### src/rtl/arm_pipe_pkg.sv
// Shared types and widths for the ARM core pipeline registers.
// Holds the ID/EXE control struct and its all-zero bubble value.
package arm_pipe_pkg;

    localparam int EXE_CMD_W  = 4;
    localparam int REG_IDX_W  = 4;
    localparam int SHIFT_OP_W = 12;
    localparam int IMM24_W    = 24;
    localparam int STATUS_W   = 4;

    typedef struct packed {
        logic                 wb_en;
        logic                 mem_r_en;
        logic                 mem_w_en;
        logic                 b;
        logic                 s;
        logic                 imm;
        logic [EXE_CMD_W-1:0] exe_cmd;
    } id_exe_ctrl_t;

    localparam int CTRL_W = $bits(id_exe_ctrl_t);

    localparam id_exe_ctrl_t ID_EXE_BUBBLE = '{
        wb_en:    1'b0,
        mem_r_en: 1'b0,
        mem_w_en: 1'b0,
        b:        1'b0,
        s:        1'b0,
        imm:      1'b0,
        exe_cmd:  {EXE_CMD_W{1'b0}}
    };

endpackage

### src/rtl/pipe_reg_hold_clr.sv
// Parameterised pipeline register: async active-low reset, hold enable
// (highest priority) and synchronous clear to zero.
module pipe_reg_hold_clr #(
    parameter int W = 1
) (
    input  logic         clk,
    input  logic         rst_n,
    input  logic         i_hold,
    input  logic         i_clr,
    input  logic [W-1:0] i_d,
    output logic [W-1:0] o_q
);

    logic [W-1:0] r_q;

    // State update: hold beats clear, clear beats load.
    always_ff @(posedge clk or negedge rst_n) begin
        if (!rst_n) begin
            r_q <= {W{1'b0}};
        end else if (i_hold) begin
            r_q <= r_q;
        end else if (i_clr) begin
            r_q <= {W{1'b0}};
        end else begin
            r_q <= i_d;
        end
    end

    assign o_q = r_q;

endmodule

### src/rtl/id_exe_stage_reg.sv
// ID/EXE pipeline register of the ARM core: loads bubbles on flush, hazard or
// an empty ID slot, holds on freeze. Optional counters under ID_EXE_PERF_CNT_EN.
module id_exe_stage_reg
    import arm_pipe_pkg::*;
#(
    parameter int DATA_W = 32,
    parameter int CNT_W  = 16
) (
    input  logic                  clk,
    input  logic                  rst_n,
    input  logic                  freeze,
    input  logic                  flush,
    input  logic                  hazard_detected,
    input  logic                  id_valid,
    input  logic [DATA_W-1:0]     id_pc,
    input  logic [DATA_W-1:0]     id_val_rn,
    input  logic [DATA_W-1:0]     id_val_rm,
    input  logic [SHIFT_OP_W-1:0] id_shift_operand,
    input  logic [IMM24_W-1:0]    id_imm24,
    input  logic [REG_IDX_W-1:0]  id_dest,
    input  logic [REG_IDX_W-1:0]  id_src1,
    input  logic [REG_IDX_W-1:0]  id_src2,
    input  logic [EXE_CMD_W-1:0]  id_exe_cmd,
    input  logic                  id_wb_en,
    input  logic                  id_mem_r_en,
    input  logic                  id_mem_w_en,
    input  logic                  id_b,
    input  logic                  id_s,
    input  logic                  id_imm,
    input  logic [STATUS_W-1:0]   id_status,
    output logic [DATA_W-1:0]     exe_pc,
    output logic [DATA_W-1:0]     exe_val_rn,
    output logic [DATA_W-1:0]     exe_val_rm,
    output logic [SHIFT_OP_W-1:0] exe_shift_operand,
    output logic [IMM24_W-1:0]    exe_imm24,
    output logic [REG_IDX_W-1:0]  exe_dest,
    output logic [REG_IDX_W-1:0]  exe_src1,
    output logic [REG_IDX_W-1:0]  exe_src2,
    output logic [EXE_CMD_W-1:0]  exe_exe_cmd,
    output logic                  exe_wb_en,
    output logic                  exe_mem_r_en,
    output logic                  exe_mem_w_en,
    output logic                  exe_b,
    output logic                  exe_s,
    output logic                  exe_imm,
    output logic [STATUS_W-1:0]   exe_status,
    output logic                  exe_valid
`ifdef ID_EXE_PERF_CNT_EN
    ,
    output logic [CNT_W-1:0]      bubble_cnt,
    output logic [CNT_W-1:0]      flush_cnt,
    output logic [CNT_W-1:0]      freeze_cnt
`endif
);

    localparam int OPS_W = 3*DATA_W + SHIFT_OP_W + IMM24_W + 3*REG_IDX_W + STATUS_W;

    logic               w_bubble;
    id_exe_ctrl_t       w_ctrl_d;
    id_exe_ctrl_t       w_ctrl_q;
    logic [CTRL_W-1:0]  w_ctrl_q_bits;
    logic [OPS_W-1:0]   w_ops_d;
    logic [OPS_W-1:0]   w_ops_q;
    logic               w_valid_q;

    // Any of these squashes the ID instruction; freeze is handled as hold.
    assign w_bubble = flush | hazard_detected | ~id_valid;

    // Control fields collapse to the bubble value so exe_wb_en can never leak.
    always_comb begin
        w_ctrl_d = ID_EXE_BUBBLE;
        if (w_bubble) begin
            w_ctrl_d = ID_EXE_BUBBLE;
        end else begin
            w_ctrl_d.wb_en    = id_wb_en;
            w_ctrl_d.mem_r_en = id_mem_r_en;
            w_ctrl_d.mem_w_en = id_mem_w_en;
            w_ctrl_d.b        = id_b;
            w_ctrl_d.s        = id_s;
            w_ctrl_d.imm      = id_imm;
            w_ctrl_d.exe_cmd  = id_exe_cmd;
        end
    end

    assign w_ops_d = {id_pc, id_val_rn, id_val_rm, id_shift_operand, id_imm24,
                      id_dest, id_src1, id_src2, id_status};

    pipe_reg_hold_clr #(.W(CTRL_W)) u_ctrl_reg (
        .clk    (clk),
        .rst_n  (rst_n),
        .i_hold (freeze),
        .i_clr  (w_bubble),
        .i_d    (w_ctrl_d),
        .o_q    (w_ctrl_q_bits)
    );

    pipe_reg_hold_clr #(.W(OPS_W)) u_ops_reg (
        .clk    (clk),
        .rst_n  (rst_n),
        .i_hold (freeze),
        .i_clr  (w_bubble),
        .i_d    (w_ops_d),
        .o_q    (w_ops_q)
    );

    pipe_reg_hold_clr #(.W(1)) u_valid_reg (
        .clk    (clk),
        .rst_n  (rst_n),
        .i_hold (freeze),
        .i_clr  (w_bubble),
        .i_d    (1'b1),
        .o_q    (w_valid_q)
    );

    assign w_ctrl_q = id_exe_ctrl_t'(w_ctrl_q_bits);

    assign exe_wb_en    = w_ctrl_q.wb_en;
    assign exe_mem_r_en = w_ctrl_q.mem_r_en;
    assign exe_mem_w_en = w_ctrl_q.mem_w_en;
    assign exe_b        = w_ctrl_q.b;
    assign exe_s        = w_ctrl_q.s;
    assign exe_imm      = w_ctrl_q.imm;
    assign exe_exe_cmd  = w_ctrl_q.exe_cmd;

    assign {exe_pc, exe_val_rn, exe_val_rm, exe_shift_operand, exe_imm24,
            exe_dest, exe_src1, exe_src2, exe_status} = w_ops_q;

    assign exe_valid = w_valid_q;

`ifdef ID_EXE_PERF_CNT_EN
    localparam logic [CNT_W-1:0] CNT_MAX = {CNT_W{1'b1}};
    localparam logic [CNT_W-1:0] CNT_ONE = CNT_W'(1);

    logic [CNT_W-1:0] r_bubble_cnt;
    logic [CNT_W-1:0] r_flush_cnt;
    logic [CNT_W-1:0] r_freeze_cnt;

    // Saturating event counters; each edge is attributed to one cause only.
    always_ff @(posedge clk or negedge rst_n) begin
        if (!rst_n) begin
            r_bubble_cnt <= {CNT_W{1'b0}};
            r_flush_cnt  <= {CNT_W{1'b0}};
            r_freeze_cnt <= {CNT_W{1'b0}};
        end else if (freeze) begin
            if (r_freeze_cnt != CNT_MAX) begin
                r_freeze_cnt <= r_freeze_cnt + CNT_ONE;
            end else begin
                r_freeze_cnt <= r_freeze_cnt;
            end
        end else if (flush) begin
            if (r_flush_cnt != CNT_MAX) begin
                r_flush_cnt <= r_flush_cnt + CNT_ONE;
            end else begin
                r_flush_cnt <= r_flush_cnt;
            end
        end else if (hazard_detected) begin
            if (r_bubble_cnt != CNT_MAX) begin
                r_bubble_cnt <= r_bubble_cnt + CNT_ONE;
            end else begin
                r_bubble_cnt <= r_bubble_cnt;
            end
        end else begin
            r_bubble_cnt <= r_bubble_cnt;
            r_flush_cnt  <= r_flush_cnt;
            r_freeze_cnt <= r_freeze_cnt;
        end
    end

    assign bubble_cnt = r_bubble_cnt;
    assign flush_cnt  = r_flush_cnt;
    assign freeze_cnt = r_freeze_cnt;
`else
    // CNT_W only sizes the counters; without them it still has to be sane.
    if (CNT_W < 1) begin : g_cnt_w_unused
    end
`endif

endmodule

### config.mk
export PLATFORM = sky130hd
export DESIGN_NAME = id_exe_stage_reg
export DESIGN_NICKNAME = d
export VERILOG_FILES = /design/src/rtl/arm_pipe_pkg.sv /design/src/rtl/pipe_reg_hold_clr.sv /design/src/rtl/id_exe_stage_reg.sv
export SDC_FILE = /design/constraint.sdc
export NUM_CORES = 1
export LEC_CHECK = 0
export ABC_CLOCK_PERIOD_IN_PS = 850
export CAP_MARGIN = 0
export CORE_MARGIN = 2
export CORE_UTILIZATION = 45
export DETAILED_ROUTE_END_ITERATION = 12
export HOLD_SLACK_MARGIN = 0.1
export PLACE_DENSITY = 0.89
export SETUP_SLACK_MARGIN = 0.2
export SLEW_MARGIN = 20
export SYNTH_ARGS = -nofsm -noshare
export SYNTH_HDL_FRONTEND = slang
export SYNTH_SLANG_ARGS = --single-unit
### constraint.sdc
create_clock -name clk -period 0.85 [get_ports clk]
set_input_delay 0.17 -clock clk [delete_from_list [all_inputs] [get_ports clk]]
set_output_delay 0.17 -clock clk [all_outputs]
set_load 0.005 [all_outputs]
==> run_results.csv, run 1 <==
group,metric,value,unit
synth,synth_xor_area_share,0,%
power_and_ir_drop,p_switching,0.00468,W
sta,fin_tns_setup,-48.59,ns
clock_tree,clk_pin_slew,0.06,ns
clock_tree,cts.sinks,159,
layout,diodes,0,
layout,regArea,0.00398,mm^2
hold_path,hp-class,"in2async",
power_and_ir_drop,vdd_drop_max,1.34,mV
placement,place_ws,-0.804,ns
grt,grt_max_degree,73,
worst_setup_path,crit_chain,"buf_2",
placement,gp_congestion,0.788,
synth,async_flop_share,100,%
worst_setup_path,cp.arrival,1.00,ns
worst_setup_path,critical_path.max_fanout,2,
die,dieArea,0.0169,mm^2
synth,postSynthAreaPerCell,10.4,um^2
power_and_ir_drop,p_int,0.0145,W
synth,ys.flop_type,"dfrtp_1",
synth,synth_top_family_by_area,"simple AND/OR/NAND/NOR gates",
clock_tree,cts_inserted_buffers,17,
worst_setup_path,r2r_start,"u_ops_reg.o_q[23]",
die,core,0.0157,mm^2
die,die_w,130,um
worst_setup_path,criticalPathCategory,"reg2out",
placement,placed_cells,1215,
outcome,violations,"negative hold slack, negative setup slack",
drt,drt-initial-drc-count,335,
sta,min_period,1.17,ns
synth,synth_edf_count,0,
die,dieHeight,130,um
worst_setup_path,r2r_end,"u_ops_reg.o_q[23]",
power_and_ir_drop,clockPowerShare,41.4,%
layout,nFillCells,892,
synth,synth_commonest_cells,"159 x dfrtp_1, 159 x nand2_1, 158 x nand2b_1",
drt,wl_per_cell,19.4,um
worst_setup_path,reg2reg_slack,-0.07,ns
clock_tree,htree_levels,4,
synth,yosys.area.top_type,"dfrtp_1",
sta,tightest_slew,0.310,ns
drt,wirelength,26800,um
synth,synth_area_leaders,"dfrtp_1 56%, nand2b_1 14%, o21ai_2 12%",
power_and_ir_drop,power.leakage,6.19,nW
clock_tree,clk_latency,0.41,ns
layout,syn_to_final_growth,73.9,%
drt,avgViaCountPerCell,5.04,
synth,synth-simple-area-share,22.3,%
outcome,outcome,"finished with violations",
grt,antenna_found_initial,0,
layout,drive_gt1_share,47.1,%
die,rows,46,
worst_setup_path,cp_slowest_cell,"dfrtp_1",
synth,ys_ff_latch,159,
die,top_level_ports,323,
worst_setup_path,cp-start-kind,"register",
worst_setup_path,cp-end-kind,"output port",
sta,fmax,0.858,GHz
drt,vias,6978,
layout,layoutNonFillerInstCount,1385,
grt,overflow,0,
drt,ant_nets,0,
clock_tree,cts_tree,"built",
power_and_ir_drop,seq_power_share,41.7,%
synth,syn_inst,689,
synth,synth_compound_area_share,16.4,%
drt,drc,0,
sta,fin_worst_skew,0,ns
power_and_ir_drop,combinationalPowerShare,16.9,%
power_and_ir_drop,p_per_area,1540,mW/mm^2
placement,port_buffers,322,
grt,grt_pass1_wl,36200,um
sta,timing.final.crit_share,137,%
sta,slew_violations,0,
synth,ys_warn_count,0,
drt,first_pass_iters,4,
layout,fin_nets,1321,
power_and_ir_drop,p_total,0.0192,W
sta,fin_ws,-0.316,ns
sta,rsz0062_at_grt,"true",
sta,holdWs,-0.384,ns
synth,synth_fa_ha_area_share,0,%
worst_setup_path,crit_buf_inv,1,
sta,hold_viol,159,
die,initial_core_util,45.5,%
placement,hpwlAfterDp,14500,um
synth,synth_cell_types,12,
synth,synthesis.nets,853,
power_and_ir_drop,switching_share,24.4,%
worst_setup_path,reg2reg_depth,4,
grt,track_usage,28.3,%
synth,netlist_area,0.00715,mm^2
run,max_cap_viol_count,0,
worst_setup_path,crit_required,0.68,ns
worst_setup_path,max_stage_delay,0.42,ns
layout,multi_input_area,0.00312,mm^2
synth,ys_seq_area_share,55.7,%
worst_setup_path,critPathTopFamily,"flip-flops",
sta,slew_headroom,79.3,%
synth,synth_top_area_share,55.7,%
sta,finalSetupViolations,275,
clock_tree,clockBufferDepth,2,
grt,grt_pass1_vias,6852,
synth,muxShareOfSynthArea,0,%
clock_tree,cts_root_buf,"clkbuf_16",
placed cells by master (no fill, tap or decap), drive strengths merged:
| cell | Yosys | routed |
|---|---|---|
| clkinv | 0 | 4 |
| nand2b | 158 | 158 |
| o21ai | 159 | 159 |
| clkinvlp | 0 | 3 |
| bufinv | 0 | 3 |
| nand2 | 159 | 159 |
| clkbuf | 33 | 22 |
| dfrtp | 159 | 159 |
| buf | 20 | 343 |
| or3b | 1 | 1 |
| clkdlybuf4s50 | 0 | 158 |
worst max-delay path by stage:
stage | from | end | slack (ns) | cells after the start
after global routing | u_ops_reg.o_q[122] | exe_pc[6] | -0.34 | 1
final | u_ops_reg.o_q[122] | exe_pc[6] | -0.32 | 1
after global placement | id_valid | u_ops_reg.o_q[7] | -0.72 | 4
after CTS | u_ctrl_reg.o_q[4] | exe_imm | -0.31 | 1
after floorplan | flush | u_ops_reg.o_q[100] | -0.29 | 5
after detailed placement | id_valid | u_ops_reg.o_q[7] | -0.80 | 4
what timing repair did:
| item | in CTS | in global routing |
|---|---|---|
| hold endpoints to repair | 160 | 160 |
| resized for setup | 755 | 77 |
| setup endpoints to repair | 318 | 318 |
| cloned | 18 | 1 |
| pin swaps | 45 | 21 |
| setup buffers | 62 | 58 |
cell families after synthesis:
group	count (synthesis)
AOI/OAI and AO/OA	159
buffers and inverters	53
DFF	159
and+or+nand+nor	318
stage by stage:
step | util [%] | cell area [um^2]
2_1_floorplan | - | 7150
5_1_grt | 79.1 | 12400
4_1_cts | 74.4 | 11700
6_report | 79.1 | 12400
3_5_place_dp | 67.7 | 10600
3_3_place_gp | 67.7 | 10600
per-layer routing:
layer,up-vias,global-route usage (%),wire (um)
met5,-,0,0
met4,0,15.6,1360
met3,106,6.93,1790
met2,359,49.3,14200
met1,3367,31.8,9530
li1,3146,-,-
flip-flops by register name (all words and copies together) (netlist names):
| signal | flops |
|---|---|
| u_valid_reg.o_q | 1 |
| u_ctrl_reg.o_q | 10 |
| u_ops_reg.o_q | 148 |
power by group through the flow:
| stage | clock [W] | combinational [W] | sequential, W |
|---|---|---|---|
| 3_3_place_gp | 0 | 0.00257 | 0.00811 |
| 3_5_place_dp | 0 | 0.00263 | 0.00813 |
| 2_1_floorplan | 0 | 0.000897 | 0.00814 |
| 5_1_grt | 0.00837 | 0.00346 | 0.00802 |
| 6_report | 0.00795 | 0.00325 | 0.00800 |
| 4_1_cts | 0.00796 | 0.00292 | 0.00798 |
cell type report:
type / instances / share of cell area, %
timing repair buffer: 502 / 35.9
sequential: 159 / 32.0
tap: 216 / 2.17
multi-input combinational: 477 / 25.1
clock buffer: 21 / 3.78
clock inverter: 10 / 1.10
(Power assumes the default switching activity.)
==> run 2, diff against run 1 <==
--- a/config.mk
+++ b/config.mk
@@ -13,7 +13,7 @@
 export HOLD_SLACK_MARGIN = 0.1
 export PLACE_DENSITY = 0.89
 export SETUP_SLACK_MARGIN = 0.2
-export SLEW_MARGIN = 20
+export SLEW_MARGIN = 30
 export SYNTH_ARGS = -nofsm -noshare
 export SYNTH_HDL_FRONTEND = slang
 export SYNTH_SLANG_ARGS = --single-unit
==> results of run 2 <==
Same layout as run 1: the final DEF is identical, and so are final timing and power.
==> run 3, diff against run 2 <==
--- a/config.mk
+++ b/config.mk
@@ -7,6 +7,7 @@
 export LEC_CHECK = 0
 export ABC_CLOCK_PERIOD_IN_PS = 850
 export CAP_MARGIN = 0
+export CORE_ASPECT_RATIO = 2
 export CORE_MARGIN = 2
 export CORE_UTILIZATION = 45
 export DETAILED_ROUTE_END_ITERATION = 12
==> run 3 against run 2 <==
  * The run still ends with negative hold slack, negative setup slack left
  * Combinational power about the same
  * Global-route usage increased by 2.6 points
  * Die area increased by 0.36%
  * Worst hold slack got worse by 0.0073 ns
  * Final cell count decreased by 2.0%
  * Clock power increased by 8.1%
  * Setup slack about the same
  * Critical path type unchanged
==> run_results.csv, run 3 (same netlist as run 1, synthesis figures left out) <==
group,metric,value,unit
outcome,outcome,"finished with violations",
outcome,violations,"negative hold slack, negative setup slack",
grt,grt_pass1_vias,7121,
worst_setup_path,cp-start-kind,"register",
drt,vias,7015,
clock_tree,clockBufferDepth,2,
worst_setup_path,r2r_start,"u_ctrl_reg.o_q[7]",
grt,grt_use_met2,55.9,%
power_and_ir_drop,vdd_drop_max,1.38,mV
layout,largest_register_ffs,148,
worst_setup_path,cp_slowest_cell,"dfrtp_1",
run,max_cap_viol_count,0,
hold_path,hp-class,"in2async",
die,rows,65,
placement,hpwlAfterDp,15900,um
worst_setup_path,max_stage_delay,0.42,ns
layout,fin_area,0.0125,mm^2
clock_tree,clk_pin_slew,0.07,ns
layout,regArea,0.00398,mm^2
layout,fin_nets,1305,
worst_setup_path,cp.arrival,1.00,ns
die,dieArea,0.0170,mm^2
worst_setup_path,cp-end-kind,"output port",
placement,gp_congestion,0.923,
placement,port_buffers,322,
sta,slew_violations,0,
sta,rsz0062_at_grt,"true",
grt,grt_pass1_wl,38900,um
worst_setup_path,crit_required,0.68,ns
drt,wl_per_cell,20.7,um
clock_tree,cts_root_buf,"clkbuf_16",
grt,grt_max_degree,72,
drt,avgViaCountPerCell,5.17,
sta,hold_viol,159,
layout,drive_gt1_share,46.0,%
die,core,0.0157,mm^2
clock_tree,cts.sinks,159,
power_and_ir_drop,power.leakage,6.17,nW
grt,antenna_found_initial,4,
sta,fin_worst_skew,0,ns
placement,placed_cells,1193,
drt,wirelength,28100,um
worst_setup_path,criticalPathCategory,"reg2out",
grt,met1_usage,30.4,%
worst_setup_path,reg2reg_slack,-0.08,ns
clock_tree,cts_inserted_buffers,17,
die,top_level_ports,323,
layout,multi_input_area,0.00316,mm^2
layout,layoutNonFillerInstCount,1357,
grt,use_met3,6.56,%
sta,fin_ws,-0.316,ns
worst_setup_path,critPathTopFamily,"flip-flops",
worst_setup_path,critical_path.max_fanout,2,
power_and_ir_drop,p_per_area,1590,mW/mm^2
worst_setup_path,startpoint,"u_ops_reg.o_q[76]",
sta,timing.final.crit_share,137,%
sta,slew_headroom,80.8,%
grt,overflow,0,
worst_setup_path,crit_buf_inv,1,
drt,drt-initial-drc-count,334,
drt,ant_nets,0,
layout,final_common_cell,"dfrtp_1",
sta,holdWs,-0.391,ns
sta,min_period,1.17,ns
sta,fmax,0.858,GHz
die,initial_core_util,45.5,%
sta,finalSetupViolations,312,
sta,tightest_slew,0.288,ns
layout,nFillCells,875,
drt,first_pass_iters,7,
die,dieHeight,182,um
worst_setup_path,crit_chain,"buf_2",
clock_tree,clk_latency,0.42,ns
drt,drc,0,
die,die_w,93.1,um
grt,grt-busiest-layer,"met2",
clock_tree,cts_tree,"built",
clock_tree,htree_levels,4,
layout,syn_to_final_growth,74.6,%
placement,dpl-instance-area,0.0106,mm^2
layout,most-common-layout-cells,"159 x dfrtp_1, 158 x nand2b_1, 158 x clkdlybuf4s50_1",
grt,track_usage,30.9,%
## run 3: layer usage
layer | share of wire [%] | up-vias
met5 | 0.053 | -
met4 | 7.1 | 2
met3 | 5.3 | 109
met2 | 56 | 344
met1 | 32 | 3433
li1 | - | 3127
## run 3: final timing paths
| check | endpoint | cells past startpoint |
|---|---|---|
| worst max-delay path | exe_val_rm[24] | 1 |
| worst min-delay path | u_ops_reg.o_q[132] | 1 |
| worst max register to register | u_ctrl_reg.o_q[7] | 5 |
| worst min register to register | u_ops_reg.o_q[98] | 2 |
| max in group asynchronous | u_ops_reg.o_q[78] | 2 |
| min in group clk | u_ops_reg.o_q[123] | 3 |
## run 3: timing repair
| action | 4_1_cts | 5_1_grt |
|---|---|---|
| endpoints found under the setup margin | 318 | 318 |
| endpoints found under the hold margin | 162 | 161 |
| gates resized for setup | 790 | 46 |
| pin swaps | 44 | 10 |
| gates cloned | 18 | 3 |
| setup buffers | 59 | 50 |
## run 3: layout make-up
type                    count  share of cell area (%)
repair buffers            486                    35.4
flip-flops and latches    159                    31.9
multi-input cells         477                    25.3
clock buffers              19                    3.63
well taps                 201                    2.01
clock inverters            13                    1.67
diodes                      2                  0.0401
## run 3: power by group
group / internal (W) / switching, W
Sequential: 0.00784 / 0.000170
Clock: 0.00538 / 0.00321
Combinational: 0.00185 / 0.00142
Total: 0.0151 / 0.00480
## run 3: metrics by stage
stage          worst slack, ns  power [W]  util, %  TNS [ns]
3_3_place_gp            -0.734     0.0107     67.5   -133.35
5_1_grt                 -0.340     0.0205     79.5    -63.65
2_1_floorplan           -0.294    0.00903        -    -41.81
3_5_place_dp            -0.810     0.0108     67.5   -139.17
6_report                -0.316     0.0199     79.5    -58.96
4_1_cts                 -0.320     0.0196     75.2    -50.01
